`src/rtl/aor_key_pkg.sv`:
```
// Shared constants and state type for the AOR key loader.
// Defaults size a 64-bit key that is loaded one byte at a time.
package aor_key_pkg;

  localparam int KEY_W  = 64;
  localparam int BYTE_W = 8;
  localparam int NBYTES = KEY_W / BYTE_W;
  localparam int CNT_W  = 4;

  typedef enum logic [2:0] {
    S_IDLE,
    S_LOAD,
    S_CHECK,
    S_READY,
    S_ERROR
  } state_e;

endpackage

```
`src/rtl/aor_key_loader_if.sv`:
```
// Byte-stream handshake between a key source (master) and the key loader (slave).
// Signal suffixes are named from the loader's point of view.
interface aor_key_loader_if #(
  parameter int BYTE_W = aor_key_pkg::BYTE_W
);

  logic              key_start_i;
  logic [BYTE_W-1:0] key_byte_i;
  logic              key_byte_valid_i;
  logic              key_byte_ready_o;

  modport master (
    output key_start_i,
    output key_byte_i,
    output key_byte_valid_i,
    input  key_byte_ready_o
  );

  modport slave (
    input  key_start_i,
    input  key_byte_i,
    input  key_byte_valid_i,
    output key_byte_ready_o
  );

endinterface

```
`src/rtl/aor_key_chk.sv`:
```
// Running XOR over every accepted byte, including the trailing checksum byte.
// A correct checksum therefore leaves the accumulator at zero.
module aor_key_chk #(
  parameter int BYTE_W = 8
) (
  input  logic              clk,
  input  logic              rst_n,
  input  logic              clr_i,
  input  logic              acc_i,
  input  logic [BYTE_W-1:0] byte_i,
  output logic              match_o
);

  logic [BYTE_W-1:0] sum_q;
  logic [BYTE_W-1:0] sum_d;

  // Clear and accumulate together restart the sum at the incoming byte.
  always_comb begin
    sum_d = sum_q;
    if (clr_i) begin
      sum_d = '0;
    end
    if (acc_i) begin
      sum_d = sum_d ^ byte_i;
    end
  end

  always_ff @(posedge clk or negedge rst_n) begin
    if (!rst_n) begin
      sum_q <= '0;
    end else begin
      sum_q <= sum_d;
    end
  end

  assign match_o = (sum_q == '0);

endmodule

```
`src/rtl/aor_key_loader.sv`:
```
// Serial key loader for the locked adder: collects key bytes plus an XOR checksum
// into a shadow register and commits the key only after the checksum matches.
module aor_key_loader #(
  parameter int KEY_W  = aor_key_pkg::KEY_W,
  parameter int BYTE_W = aor_key_pkg::BYTE_W
) (
  input  logic              clk,
  input  logic              rst_n,
  aor_key_loader_if.slave   bus,
  input  logic              key_lock_i,
  output logic [KEY_W-1:0]  keyinput_o,
  output logic              key_valid_o,
  output logic              key_err_o,
  output logic              key_locked_o
);

  import aor_key_pkg::CNT_W;
  import aor_key_pkg::state_e;
  import aor_key_pkg::S_IDLE;
  import aor_key_pkg::S_LOAD;
  import aor_key_pkg::S_CHECK;
  import aor_key_pkg::S_READY;
  import aor_key_pkg::S_ERROR;

  localparam int NBYTES = KEY_W / BYTE_W;

  state_e             state_q,  state_d;
  logic [CNT_W-1:0]   cnt_q,    cnt_d;
  logic [KEY_W-1:0]   shadow_q, shadow_d;
  logic [KEY_W-1:0]   key_q,    key_d;
  logic               valid_q,  valid_d;
  logic               err_q,    err_d;
  logic               locked_q, locked_d;

  logic               chk_clr;
  logic               chk_acc;
  logic               chk_match;

  aor_key_chk #(
    .BYTE_W (BYTE_W)
  ) u_chk (
    .clk     (clk),
    .rst_n   (rst_n),
    .clr_i   (chk_clr),
    .acc_i   (chk_acc),
    .byte_i  (bus.key_byte_i),
    .match_o (chk_match)
  );

  // Ready is a pure state decode so no input ever reaches an output combinationally.
  assign bus.key_byte_ready_o = (state_q == S_LOAD);

  always_comb begin
    state_d  = state_q;
    cnt_d    = cnt_q;
    shadow_d = shadow_q;
    key_d    = key_q;
    valid_d  = valid_q;
    err_d    = err_q;
    locked_d = locked_q;
    chk_clr  = 1'b0;
    chk_acc  = 1'b0;

    case (state_q)
      S_IDLE, S_ERROR: begin
        if (bus.key_start_i) begin
          state_d  = S_LOAD;
          cnt_d    = '0;
          shadow_d = '0;
          err_d    = 1'b0;
          chk_clr  = 1'b1;
        end
      end

      S_LOAD: begin
        if (bus.key_start_i) begin
          cnt_d   = '0;
          chk_clr = 1'b1;
        end
        if (bus.key_byte_valid_i) begin
          chk_acc = 1'b1;
          if (bus.key_start_i) begin
            // A byte arriving with a restart becomes byte 0 of the new load.
            shadow_d[BYTE_W-1:0] = bus.key_byte_i;
            cnt_d                = CNT_W'(1);
          end else if (cnt_q == CNT_W'(NBYTES)) begin
            cnt_d   = '0;
            state_d = S_CHECK;
          end else begin
            for (int k = 0; k < NBYTES; k++) begin
              if (cnt_q == CNT_W'(k)) begin
                shadow_d[k*BYTE_W +: BYTE_W] = bus.key_byte_i;
              end
            end
            cnt_d = cnt_q + 1'b1;
          end
        end
      end

      S_CHECK: begin
        if (chk_match) begin
          key_d   = shadow_q;
          valid_d = 1'b1;
          err_d   = 1'b0;
          state_d = S_READY;
        end else begin
          err_d   = 1'b1;
          state_d = S_ERROR;
        end
      end

      S_READY: begin
        if (key_lock_i) begin
          locked_d = 1'b1;
        end
        // The old key stays on keyinput_o until the next successful commit.
        if (bus.key_start_i && !locked_q) begin
          state_d  = S_LOAD;
          valid_d  = 1'b0;
          cnt_d    = '0;
          shadow_d = '0;
          chk_clr  = 1'b1;
        end
      end

      default: begin
        state_d = S_IDLE;
      end
    endcase
  end

  always_ff @(posedge clk or negedge rst_n) begin
    if (!rst_n) begin
      state_q  <= S_IDLE;
      cnt_q    <= '0;
      shadow_q <= '0;
      key_q    <= '0;
      valid_q  <= 1'b0;
      err_q    <= 1'b0;
      locked_q <= 1'b0;
    end else begin
      state_q  <= state_d;
      cnt_q    <= cnt_d;
      shadow_q <= shadow_d;
      key_q    <= key_d;
      valid_q  <= valid_d;
      err_q    <= err_d;
      locked_q <= locked_d;
    end
  end

  assign keyinput_o   = key_q;
  assign key_valid_o  = valid_q;
  assign key_err_o    = err_q;
  assign key_locked_o = locked_q;

endmodule

```
`src/flat_wrapper.sv`:
```
// flat-port wrapper written by rule: the top's interface ports become plain ports
module aor_key_loader_flat import aor_key_pkg::CNT_W; import aor_key_pkg::state_e; import aor_key_pkg::S_IDLE; import aor_key_pkg::S_LOAD; import aor_key_pkg::S_CHECK; import aor_key_pkg::S_READY; import aor_key_pkg::S_ERROR;
#(
  parameter int KEY_W  = aor_key_pkg::KEY_W,
  parameter int BYTE_W = aor_key_pkg::BYTE_W
)
  (clk, rst_n, key_lock_i, keyinput_o, key_valid_o, key_err_o, key_locked_o, bus_key_start_i, bus_key_byte_i, bus_key_byte_valid_i, bus_key_byte_ready_o);
  aor_key_loader_if #(.BYTE_W(BYTE_W)) bus_i ();
  input  logic clk;
  input  logic rst_n;
  input  logic key_lock_i;
  output logic [KEY_W-1:0] keyinput_o;
  output logic key_valid_o;
  output logic key_err_o;
  output logic key_locked_o;
  input wire logic [$bits(bus_i.key_start_i)-1:0] bus_key_start_i;
  input wire logic [$bits(bus_i.key_byte_i)-1:0] bus_key_byte_i;
  input wire logic [$bits(bus_i.key_byte_valid_i)-1:0] bus_key_byte_valid_i;
  output wire logic [$bits(bus_i.key_byte_ready_o)-1:0] bus_key_byte_ready_o;
  assign bus_i.key_start_i = bus_key_start_i;
  assign bus_i.key_byte_i = bus_key_byte_i;
  assign bus_i.key_byte_valid_i = bus_key_byte_valid_i;
  assign bus_key_byte_ready_o = bus_i.key_byte_ready_o;
  aor_key_loader #(.KEY_W(KEY_W), .BYTE_W(BYTE_W)) u_core (.clk(clk), .rst_n(rst_n), .bus(bus_i), .key_lock_i(key_lock_i), .keyinput_o(keyinput_o), .key_valid_o(key_valid_o), .key_err_o(key_err_o), .key_locked_o(key_locked_o));
endmodule
```
`config.mk`:
```
export PLATFORM = sky130hd
export DESIGN_NAME = aor_key_loader_flat
export DESIGN_NICKNAME = d
export VERILOG_FILES = /design/src/rtl/aor_key_pkg.sv /design/src/rtl/aor_key_loader_if.sv /design/src/rtl/aor_key_chk.sv /design/src/rtl/aor_key_loader.sv /design/src/flat_wrapper.sv
export SDC_FILE = /design/constraint.sdc
export NUM_CORES = 1
export LEC_CHECK = 0
export ABC_AREA = 1
export CAP_MARGIN = 5
export CORE_ASPECT_RATIO = 0.8
export CORE_MARGIN = 1.5
export CORE_UTILIZATION = 41
export CTS_CLUSTER_DIAMETER = 80
export DETAILED_ROUTE_END_ITERATION = 10
export HOLD_SLACK_MARGIN = 0.08
export PLACE_DENSITY = 0.61
export SYNTH_ARGS = -nofsm -noshare
export SYNTH_HDL_FRONTEND = slang
export SYNTH_SLANG_ARGS = --single-unit
```
`constraint.sdc`:
```
create_clock -name clk -period 1.66 [get_ports clk]
set_input_delay 0.332 -clock clk [delete_from_list [all_inputs] [get_ports clk]]
set_output_delay 0.332 -clock clk [all_outputs]
set_load 0.005 [all_outputs]
```
==> flow_summary.json, run 1 <==
{
  "critPathLaunchType": "flip-flop",
  "vias_per_cell": 4.97,
  "slew-limit-headroom_pct": 68.8,
  "start_util_pct": 42.2,
  "synth_top_family_by_area": "simple AND/OR/NAND/NOR gates",
  "synthTopCellsByArea": "dfrtp_1 (58%), nand2_1 (19%), nand3_1 (11%)",
  "clk_pin_slew_ns": 0.06,
  "drtAntennaViolNets": 0,
  "fillers": 1315,
  "final_net_count": 929,
  "synth_warnings": 0,
  "finalHoldViolations": 0,
  "worstReg2RegEnd": "u_core.state_q[0]$_DFFE_PN0P_",
  "rsz0062_at_grt": "true",
  "period_minus_slack_ns": 1.63,
  "cts_tree": "yes",
  "die-area_sq_um": 16300,
  "setup_viol": 0,
  "reg2reg_depth": 10,
  "powerDensity_nw_per_um2": 1990,
  "clock_sink_count": 146,
  "dp_hpwl_um": 10800,
  "crit_chain": "buf_4, nor2_4, clkdlybuf4s15_2",
  "tightest_slew_ns": 0.468,
  "detail_route.wl_per_cell_um": 14.6,
  "antennaDiodeCount": 0,
  "ys_ff_latch": 146,
  "die_h_um": 114,
  "synth_mux_area_share_pct": 0,
  "critPathLaunch": "u_core.state_q[1]$_DFFE_PN0P_",
  "grt_pass1_vias": 5540,
  "crit_slowest_cell": "dfrtp_1",
  "die_width_um": 142,
  "area_delta_synth_final_pct": 41.5,
  "setup_ws_ns": 0.0256,
  "ir_drop_mv": 1.10,
  "yosys.area.top_type": "dfrtp_1",
  "synth-compound-area-share_pct": 0.552,
  "whs_ns": 0.408,
  "ff2ff_setup_slack_ns": 0.04,
  "drcViolationCount": 0,
  "fin_cells": 1135,
  "io_pins": 81,
  "dr_total_vias": 5643,
  "post-place-ws_ns": -0.259,
  "total_power_w": 0.0179,
  "yosysUniqueCellTypes": 21,
  "grt_max_degree": 47,
  "finClkSkew_ns": 0.00910,
  "power.leakage_nw": 4.97,
  "std_cell_rows": 40,
  "place_inst": 1076,
  "cts_buffers": 17,
  "first_iter_violations": 436,
  "antenna_found_initial": 0,
  "crit_type": "reg2out",
  "htreeDepth": 4,
  "grt.overflow.total": 0,
  "root_buffer": "clkbuf_16",
  "post-route-util_pct": 59.7,
  "cp.arrival_ns": 1.30,
  "synthAdderAreaFrac_pct": 0.788,
  "synth_top_area_share_pct": 57.5,
  "synthCells": 763,
  "endpoint": "bus_key_byte_ready_o",
  "regToRegStartpoint": "u_core.state_q[1]$_DFFE_PN0P_",
  "status": "finished clean",
  "slowest_delay_ns": 0.40,
  "maxCapViolations": 0,
  "dr.pass1.iters": 5,
  "syn_area_per_cell_sq_um": 8.33,
  "syn-num-nets": 780,
  "place_congestion": 0.865,
  "io_buffer_count": 80,
  "ys_seq_area_share_pct": 57.5,
  "end_kind": "output pin",
  "fmax_mhz": 612,
  "grt_pass1_wl_um": 27600,
  "core_sq_um": 15100,
  "cts_buffer_depth": 2,
  "finalMaxSlewViolations": 0,
  "drt_wl_total_um": 16600,
  "drive_above_1_share_pct": 17.9,
  "insertion_delay_ns": 0.43,
  "hp-class": "in2async",
  "yosys.area_share.simple_pct": 36.5,
  "finalCritPeriodShare_pct": 98.5,
  "synth_area_sq_um": 6350,
  "synth_xor_area_share_pct": 0.138,
  "cp.required_ns": 1.33,
  "track_usage_pct": 21.9,
  "worst-path-max-fanout": 2
}
power breakdown:
| part | leakage (nW) | total [W] | internal (W) | switching (W) |
|---|---|---|---|---|
| clock network | 0.280 | 0.00387 | 0.00234 | 0.00153 |
| registers | 1.96 | 0.00532 | 0.00466 | 0.000661 |
| logic | 2.73 | 0.00870 | 0.00405 | 0.00465 |
| total | 4.97 | 0.0179 | 0.0110 | 0.00684 |
synth_stat cells:
master and n:
ha_1 4, clkinv_1 4, nor2_1 32, buf_4 2, buf_1 6, nor2_4 1
nand2_2 8, nand4_1 18, nor2_2 13, nor3_2 1, nand3_1 143, xor2_1 1
dfrtp_1 146, nand3_4 1, nand2_1 320, buf_2 18, inv_1 27, inv_2 3
clkbuf_1 8, o21ai_0 6, a21oi_1 1
how the worst min path moves through the flow:
stage | start | end | cells past startpoint
2_1_floorplan | rst_n | u_core.cnt_q[0]$_DFFE_PN0P_ | 0
3_3_place_gp | rst_n | u_core.keyinput_o[2]$_DFFE_PN0P_ | 1
3_5_place_dp | rst_n | u_core.keyinput_o[0]$_DFFE_PN0P_ | 1
4_1_cts | key_lock_i | u_core.key_locked_o$_DFFE_PN0P_ | 3
5_1_grt | key_lock_i | u_core.key_locked_o$_DFFE_PN0P_ | 3
6_report | rst_n | u_core.keyinput_o[1]$_DFFE_PN0P_ | 2
cell type report:
class                   count  area, sq um  share of cell area [%]
clock buffers              21          470                    5.23
inverters                  34          133                    1.48
flip-flops and latches    146         3650                    40.7
repair buffers            164         1780                    19.8
multi-input cells         549         2560                    28.5
well taps                 210          263                    2.92
clock inverters            11          128                    1.42
layer usage:
layer / wire [um] / GRT usage, %
met1: 7920 / 30.6
met2: 7680 / 34.1
met3: 708 / 4.64
met4: 255 / 7.70
met5: 0 / 0
registers in the layout, summed over array words and instances (netlist names):
name,flops
u_core.key_valid_o,1
u_core.u_chk.sum_q,8
u_core.shadow_q,64
u_core.key_err_o,1
u_core.cnt_q,4
u_core.state_q,3
u_core.keyinput_o,64
u_core.key_locked_o,1
per-stage QoR:
| step | cell area [sq um] | setup TNS (ns) |
|---|---|---|
| floorplan | 6350 | 0 |
| global placement | 7900 | -12.80 |
| detailed placement | 7900 | -15.50 |
| CTS | 8810 | 0 |
| global route | 8990 | -3.38 |
| finish | 8990 | 0 |
worst max-delay path, delay by kind of cell, from the launching register on:
kind / cells / cell delay [ns]
buffers and inverters: 2 / 0.37
AND/OR/NAND/NOR: 1 / 0.11
flip-flops: 1 / 0.40
cells in the final DEF, fill, tap and decap left out, types with 2 or more instances in the layout:
| master | count |
|---|---|
| clkdlybuf4s50_1 | 60 |
| o21ai_0 | 5 |
| nand2_1 | 310 |
| buf_12 | 18 |
| nand3_2 | 3 |
| clkinvlp_4 | 5 |
| buf_4 | 55 |
| clkbuf_8 | 3 |
| ha_1 | 3 |
| buf_6 | 9 |
| inv_1 | 26 |
| nand2_4 | 6 |
| inv_6 | 2 |
| dfrtp_1 | 145 |
| nand2_2 | 10 |
| nand4_1 | 18 |
| clkbuf_16 | 17 |
| nor2_4 | 6 |
| nand3_1 | 140 |
| dlymetal6s2s_1 | 17 |
| clkinv_2 | 2 |
| nor2_2 | 14 |
| clkinv_1 | 4 |
| bufinv_16 | 2 |
| nand2_8 | 2 |
| inv_2 | 3 |
| nor2_1 | 26 |
cells by family (layout without fill, tap and decap cells):
kind of cell | count (synthesis) | after routing
and+or+nand+nor | 537 | 537
DFF | 146 | 146
buffers and inverters | 68 | 230
AOI/OAI and AO/OA | 7 | 7
adders and majority gates | 4 | 4
xor gates and xnor gates | 1 | 1
timing repair:
action | 4_1_cts | 5_1_grt
pin swaps | 3 | 4
hold buffers | 1 | 0
endpoints found under the hold margin | 43 | 0
cloned | 2 | 0
setup endpoints to repair | 38 | 152
gates resized for setup | 22 | 47
setup buffers | 20 | 4
(Power assumes the default switching activity.)
==> run 2, diff against run 1 <==
--- a/config.mk
+++ b/config.mk
@@ -12,6 +12,7 @@
 export CORE_UTILIZATION = 41
 export CTS_CLUSTER_DIAMETER = 80
 export DETAILED_ROUTE_END_ITERATION = 10
+export GPL_TIMING_DRIVEN = 0
 export HOLD_SLACK_MARGIN = 0.08
 export PLACE_DENSITY = 0.61
 export SYNTH_ARGS = -nofsm -noshare
==> constraint.sdc (replaced) <==
create_clock -name clk -period 1.66 [get_ports clk]
set_input_delay 0.332 -clock clk [delete_from_list [all_inputs] [get_ports clk]]
set_output_delay 0.332 -clock clk [all_outputs]
set_load 0.05 [all_outputs]
==> run 2 against run 1 <==
The run now ends with negative setup slack left; critical path depth increased by 1; power up 8.2%; via count shrank 0.71%; sequential share of layout area grew 1.3 points; combinational power grew 13%; fmax fell by 2.1%; count of clock-buffer cells in the layout unchanged; sequential cell count unchanged; non-clock buffer count decreased by 18; critical path type unchanged; highest routed layer unchanged.
==> flow_summary.json, run 2 (same netlist as run 1, synthesis figures left out) <==
{
  "status": "complete, but fails checks",
  "violations": "negative setup slack",
  "die_h_um": 114,
  "ir_drop_mv": 1.16,
  "p_sw_share_pct": 45.7,
  "vias_per_cell": 5.01,
  "final_net_count": 912,
  "fmax_mhz": 599,
  "grt_max_degree": 86,
  "dr.pass1.iters": 6,
  "setup_viol": 1,
  "intPower_w": 0.0105,
  "area_delta_synth_final_pct": 37.0,
  "cp.required_ns": 1.33,
  "hold_end": "u_core.key_locked_o$_DFFE_PN0P_",
  "cts_buffers": 17,
  "period_minus_slack_ns": 1.67,
  "power.leakage_nw": 4.72,
  "dp_hpwl_um": 11300,
  "powerDensity_nw_per_um2": 2220,
  "htreeDepth": 4,
  "critPathLaunchType": "flip-flop",
  "cp.arrival_ns": 1.34,
  "worst-path-max-fanout": 4,
  "finalMaxSlewViolations": 0,
  "dr_total_vias": 5603,
  "finalCritPeriodShare_pct": 101,
  "layout_commonest_cell": "nand2_1",
  "pwr-share-comb_pct": 50.9,
  "track_usage_pct": 22.1,
  "setup_ws_ns": -0.00925,
  "die_width_um": 142,
  "cts_buffer_depth": 2,
  "crit_slowest_cell": "dfrtp_2",
  "start_util_pct": 42.2,
  "grt_pass1_wl_um": 27800,
  "drcViolationCount": 0,
  "grt_pass1_vias": 5422,
  "insertion_delay_ns": 0.42,
  "final_cell_mix": "nand2_1 (312), dfrtp_1 (144), nand3_1 (141), clkdlybuf4s15_1 (43)",
  "tightest_slew_ns": 0.768,
  "seq_power_share_pct": 27.4,
  "min_path_cells": 3,
  "finalHoldViolations": 0,
  "cts_tree": "yes",
  "clock_sink_count": 146,
  "die-area_sq_um": 16300,
  "pwr-share-clk_pct": 21.6,
  "core_sq_um": 15100,
  "worstReg2RegEnd": "u_core.shadow_q[35]$_DFFE_PN0P_",
  "end_kind": "output pin",
  "cp.depth": 4,
  "io_pins": 81,
  "antennaDiodeCount": 0,
  "whs_ns": 0.451,
  "regToRegStartpoint": "u_core.state_q[0]$_DFFE_PN0P_",
  "crit_type": "reg2out",
  "rsz0062_at_grt": "true",
  "slew-limit-headroom_pct": 48.8,
  "reg2reg_depth": 10,
  "post-place-ws_ns": -0.710,
  "maxCapViolations": 0,
  "detail_route.wl_per_cell_um": 15.4,
  "first_iter_violations": 394,
  "hp-class": "in2reg",
  "antenna_found_initial": 0,
  "finClkSkew_ns": 0.0102,
  "crit_chain": "inv_4, nand2_4, nor2_4, buf_6",
  "drive_above_1_share_pct": 17.0,
  "grt.overflow.total": 0,
  "cpLargestDelayFamily": "flip-flops",
  "drtAntennaViolNets": 0,
  "min_from": "key_lock_i",
  "std_cell_rows": 40,
  "p_sw_w": 0.00885,
  "slowest_delay_ns": 0.43,
  "root_buffer": "clkbuf_16",
  "drt_wl_total_um": 17200,
  "clk_pin_slew_ns": 0.06,
  "cp_num_buf_inv": 2,
  "io_buffer_count": 79,
  "ff2ff_setup_slack_ns": 0.02,
  "place_congestion": 0.909
}
run 2: cell count changes in the layout (fill, tap and decap cells not counted), moves of 3 or more:
| cell | delta |
|---|---|
| dlymetal6s2s_1 | -17 |
| nand2_2 | -4 |
| nor2_2 | -12 |
| nand2_4 | +3 |
| dlygate4sd2_1 | +17 |
| clkdlybuf4s50_1 | -51 |
| buf_4 | -28 |
| buf_12 | -10 |
| clkdlybuf4s15_1 | +43 |
| clkbuf_4 | +3 |
| nor2_4 | +15 |
| buf_2 | +10 |
| clkbuf_2 | +13 |
run 2: per-layer routing:
layer,global-route usage (%),part of all wire (%),wire [um],vias to the layer above
met5,0,0,0,-
met4,6.60,1.4,232,0
met3,4.85,6.3,1070,16
met2,34.6,45,7740,182
met1,31.1,47,8120,2685
li1,-,-,-,2720
run 2: metrics by stage:
stage | util [%] | std cells | setup TNS (ns) | cell area, sq um | power [W]
final | 57.8 | 1118 | -0.00925 | 8710 | 0.0194
after global routing | 57.8 | 1118 | -0.707 | 8710 | 0.0205
after CTS | 55.4 | 1099 | -0.0739 | 8350 | 0.0183
after detailed placement | 49.4 | 1053 | -60.51 | 7440 | 0.0136
after global placement | 49.2 | 1052 | -860.89 | 7410 | 0.0135
after floorplan | - | 763 | 0 | 6360 | 0.0109
run 2: repair_timing:
item,CTS,global route
setup buffers,12,20
resized for setup,131,103
endpoints found under the setup margin,207,184
cloned,1,1
pin swaps,9,12
hold endpoints to repair,84,0
hold buffers,1,0
run 2: layout make-up:
type	instances	area [sq um]
timing repair buffer	114	1110
buffer	32	245
fill	1326	6360
inverter	34	133
tap	210	263
clock buffer	21	480
sequential	146	3660
multi-input combinational	550	2650
clock inverter	11	174
run 2: worst max-delay path by stage:
stage	startpoint	end	slack, ns
3_3_place_gp	rst_n	u_core.keyinput_o[17]$_DFFE_PN0P_	-5.51
3_5_place_dp	bus_key_start_i	u_core.shadow_q[43]$_DFFE_PN0P_	-0.71
2_1_floorplan	u_core.state_q[2]$_DFFE_PN0P_	u_core.shadow_q[0]$_DFFE_PN0P_	0.003
6_report	u_core.state_q[2]$_DFFE_PN0P_	bus_key_byte_ready_o	-0.009
4_1_cts	u_core.state_q[2]$_DFFE_PN0P_	bus_key_byte_ready_o	-0.07
5_1_grt	u_core.state_q[2]$_DFFE_PN0P_	bus_key_byte_ready_o	-0.04
run 2: power by group through the flow:
stage | clock (W) | sequential (W) | combinational [W]
floorplan | 0 | 0.00705 | 0.00387
global placement | 0 | 0.00531 | 0.00816
detailed placement | 0 | 0.00535 | 0.00828
CTS | 0.00424 | 0.00528 | 0.00877
global route | 0.00443 | 0.00543 | 0.0106
finish | 0.00419 | 0.00531 | 0.00986
run 2: worst min-delay path, stage by stage:
cell and delay [ns]:
clkdlybuf4s50_1 0.40, nand2_1 0.06, nand2_1 0.04
==> run 3, diff against run 2 <==
--- a/config.mk
+++ b/config.mk
@@ -14,7 +14,7 @@
 export DETAILED_ROUTE_END_ITERATION = 10
 export GPL_TIMING_DRIVEN = 0
 export HOLD_SLACK_MARGIN = 0.08
-export PLACE_DENSITY = 0.61
+export PLACE_DENSITY = 0.62
 export SYNTH_ARGS = -nofsm -noshare
 export SYNTH_HDL_FRONTEND = slang
 export SYNTH_SLANG_ARGS = --single-unit
==> run 3 against run 2 <==
The flow still finishes with violations (negative setup slack); first-iteration DRC count increased by 26%; via count grew 2.3%; die area stayed put; final cell count rose by 0.98%; critical path depth unchanged; final area grew 1.5%; routed wire length is 1.7% higher; count of clock-buffer cells in the layout shrank 2; sequential power about the same; critical path type unchanged; largest cell class unchanged; largest power group unchanged.
==> flow_summary.json, run 3 (same netlist as run 1, synthesis figures left out) <==
{
  "first_iter_violations": 497,
  "dr_total_vias": 5734,
  "finalCritPeriodShare_pct": 104,
  "maxCapViolations": 0,
  "violations": "negative setup slack",
  "io_pins": 81,
  "min_from": "key_lock_i",
  "drt_wl_total_um": 17500,
  "end_kind": "output pin",
  "cp.required_ns": 1.33,
  "fin_area_sq_um": 8840,
  "setup_ws_ns": -0.0664,
  "post-route-util_pct": 58.7,
  "grt_max_degree": 88,
  "dp_hpwl_um": 11300,
  "grt_pass1_wl_um": 27800,
  "clock_sink_count": 146,
  "p_sw_w": 0.00911,
  "fin_cells": 1129,
  "start_util_pct": 42.2,
  "grt_pass1_vias": 5455,
  "regToRegStartpoint": "u_core.state_q[1]$_DFFE_PN0P_",
  "antennaDiodeCount": 0,
  "grt.overflow.total": 0,
  "track_usage_pct": 22.3,
  "die_h_um": 114,
  "die-area_sq_um": 16300,
  "status": "complete, but fails checks",
  "insertion_delay_ns": 0.42,
  "antenna_found_initial": 0,
  "hp-class": "in2reg",
  "worst-path-max-fanout": 5,
  "intPower_w": 0.0105,
  "drive_above_1_share_pct": 19.7,
  "root_buffer": "clkbuf_16",
  "slew-limit-headroom_pct": 47.4,
  "period_minus_slack_ns": 1.73,
  "ff2ff_setup_slack_ns": -0.02,
  "std_cell_rows": 40,
  "drcViolationCount": 0,
  "vias_per_cell": 5.08,
  "critPathLaunchType": "flip-flop",
  "core_sq_um": 15100,
  "min_path_cells": 3,
  "place_inst": 1053,
  "die_width_um": 142,
  "finalHoldViolations": 0,
  "finClkSkew_ns": 0.00544,
  "dr.pass1.iters": 5,
  "power.leakage_nw": 4.75,
  "powerDensity_nw_per_um2": 2220,
  "layout_commonest_cell": "nand2_1",
  "cts_buffers": 17,
  "whs_ns": 0.452,
  "fmax_mhz": 579,
  "io_buffer_count": 79,
  "pwr-share-comb_pct": 53.0,
  "finalMaxSlewViolations": 0,
  "pwr-share-clk_pct": 19.8,
  "cp.arrival_ns": 1.39,
  "reg2reg_depth": 9,
  "crit_type": "reg2out",
  "placed_area_sq_um": 7440,
  "hold_end": "u_core.key_locked_o$_DFFE_PN0P_",
  "final_cell_mix": "nand2_1 (305), dfrtp_1 (144), nand3_1 (137), clkdlybuf4s15_1 (46), buf_4 (35)",
  "tightest_slew_ns": 0.789,
  "htreeDepth": 4,
  "detail_route.wl_per_cell_um": 15.5,
  "ir_drop_mv": 1.10,
  "total_power_w": 0.0197,
  "final_net_count": 923,
  "drtAntennaViolNets": 0,
  "place_congestion": 0.872,
  "area_delta_synth_final_pct": 39.1,
  "cts_tree": "yes",
  "cts_buffer_depth": 2,
  "worstReg2RegEnd": "u_core.shadow_q[32]$_DFFE_PN0P_",
  "seq_power_share_pct": 27.1,
  "rsz0062_at_grt": "true",
  "p_sw_share_pct": 46.4,
  "clk_pin_slew_ns": 0.06,
  "setup_viol": 5
}
-- run 3: how the worst max path moves through the flow --
stage                                       start                           endpoint  slack, ns  cells after the start
floorplan           u_core.state_q[2]$_DFFE_PN0P_     u_core.shadow_q[0]$_DFFE_PN0P_      0.003                      7
global placement                            rst_n  u_core.keyinput_o[17]$_DFFE_PN0P_      -5.46                      1
detailed placement                bus_key_start_i    u_core.shadow_q[60]$_DFFE_PN0P_      -0.70                      8
CTS                 u_core.state_q[2]$_DFFE_PN0P_               bus_key_byte_ready_o      -0.13                      4
global route        u_core.state_q[2]$_DFFE_PN0P_               bus_key_byte_ready_o      -0.12                      4
finish              u_core.state_q[2]$_DFFE_PN0P_               bus_key_byte_ready_o      -0.07                      4
-- run 3: area by class of cell --
| cell class | count | area [sq um] |
|---|---|---|
| tap | 210 | 263 |
| inverter | 34 | 133 |
| timing repair buffer | 122 | 1200 |
| sequential | 146 | 3660 |
| buffer | 33 | 239 |
| clock buffer | 19 | 443 |
| clock inverter | 13 | 159 |
| fill | 1287 | 6230 |
| multi-input combinational | 552 | 2750 |
-- run 3: routing by layer --
layer	track usage, %	vias up	part of all wire [%]
met1	31.3	2775	47
li1	-	2757	-
met5	0	-	0
met2	35.0	182	46
met3	4.64	20	6.4
met4	6.94	0	1.2
-- run 3: repair_timing --
item                                    in CTS  in global routing
hold buffers                                 1                  0
buffers inserted                            22                 17
gates cloned                                 3                  2
endpoints found under the setup margin     207                184
endpoints found under the hold margin       86                  0
resized for setup                          149                117
pin swaps                                   11                 20
-- run 3: metrics by stage --
| step | worst slack [ns] | setup TNS (ns) |
|---|---|---|
| 6_report | -0.0664 | -0.104 |
| 5_1_grt | -0.118 | -1.80 |
| 4_1_cts | -0.126 | -0.126 |
| 3_5_place_dp | -0.705 | -62.88 |
| 3_3_place_gp | -5.46 | -854.93 |
| 2_1_floorplan | 0.00286 | 0 |
-- run 3: power by group through the flow --
stage               Clock (W)  Combinational [W]  Sequential, W
floorplan                   0            0.00387        0.00705
global placement            0            0.00814        0.00531
detailed placement          0            0.00829        0.00535
CTS                   0.00397            0.00937        0.00530
global route          0.00412             0.0112        0.00547
finish                0.00390             0.0104        0.00533
-- run 3: worst max-delay path: stages, from the launching register on --
cell and delay (ns):
dfrtp_2 0.47, inv_4 0.10, nand2_4 0.07, nor2_4 0.16, buf_6 0.18
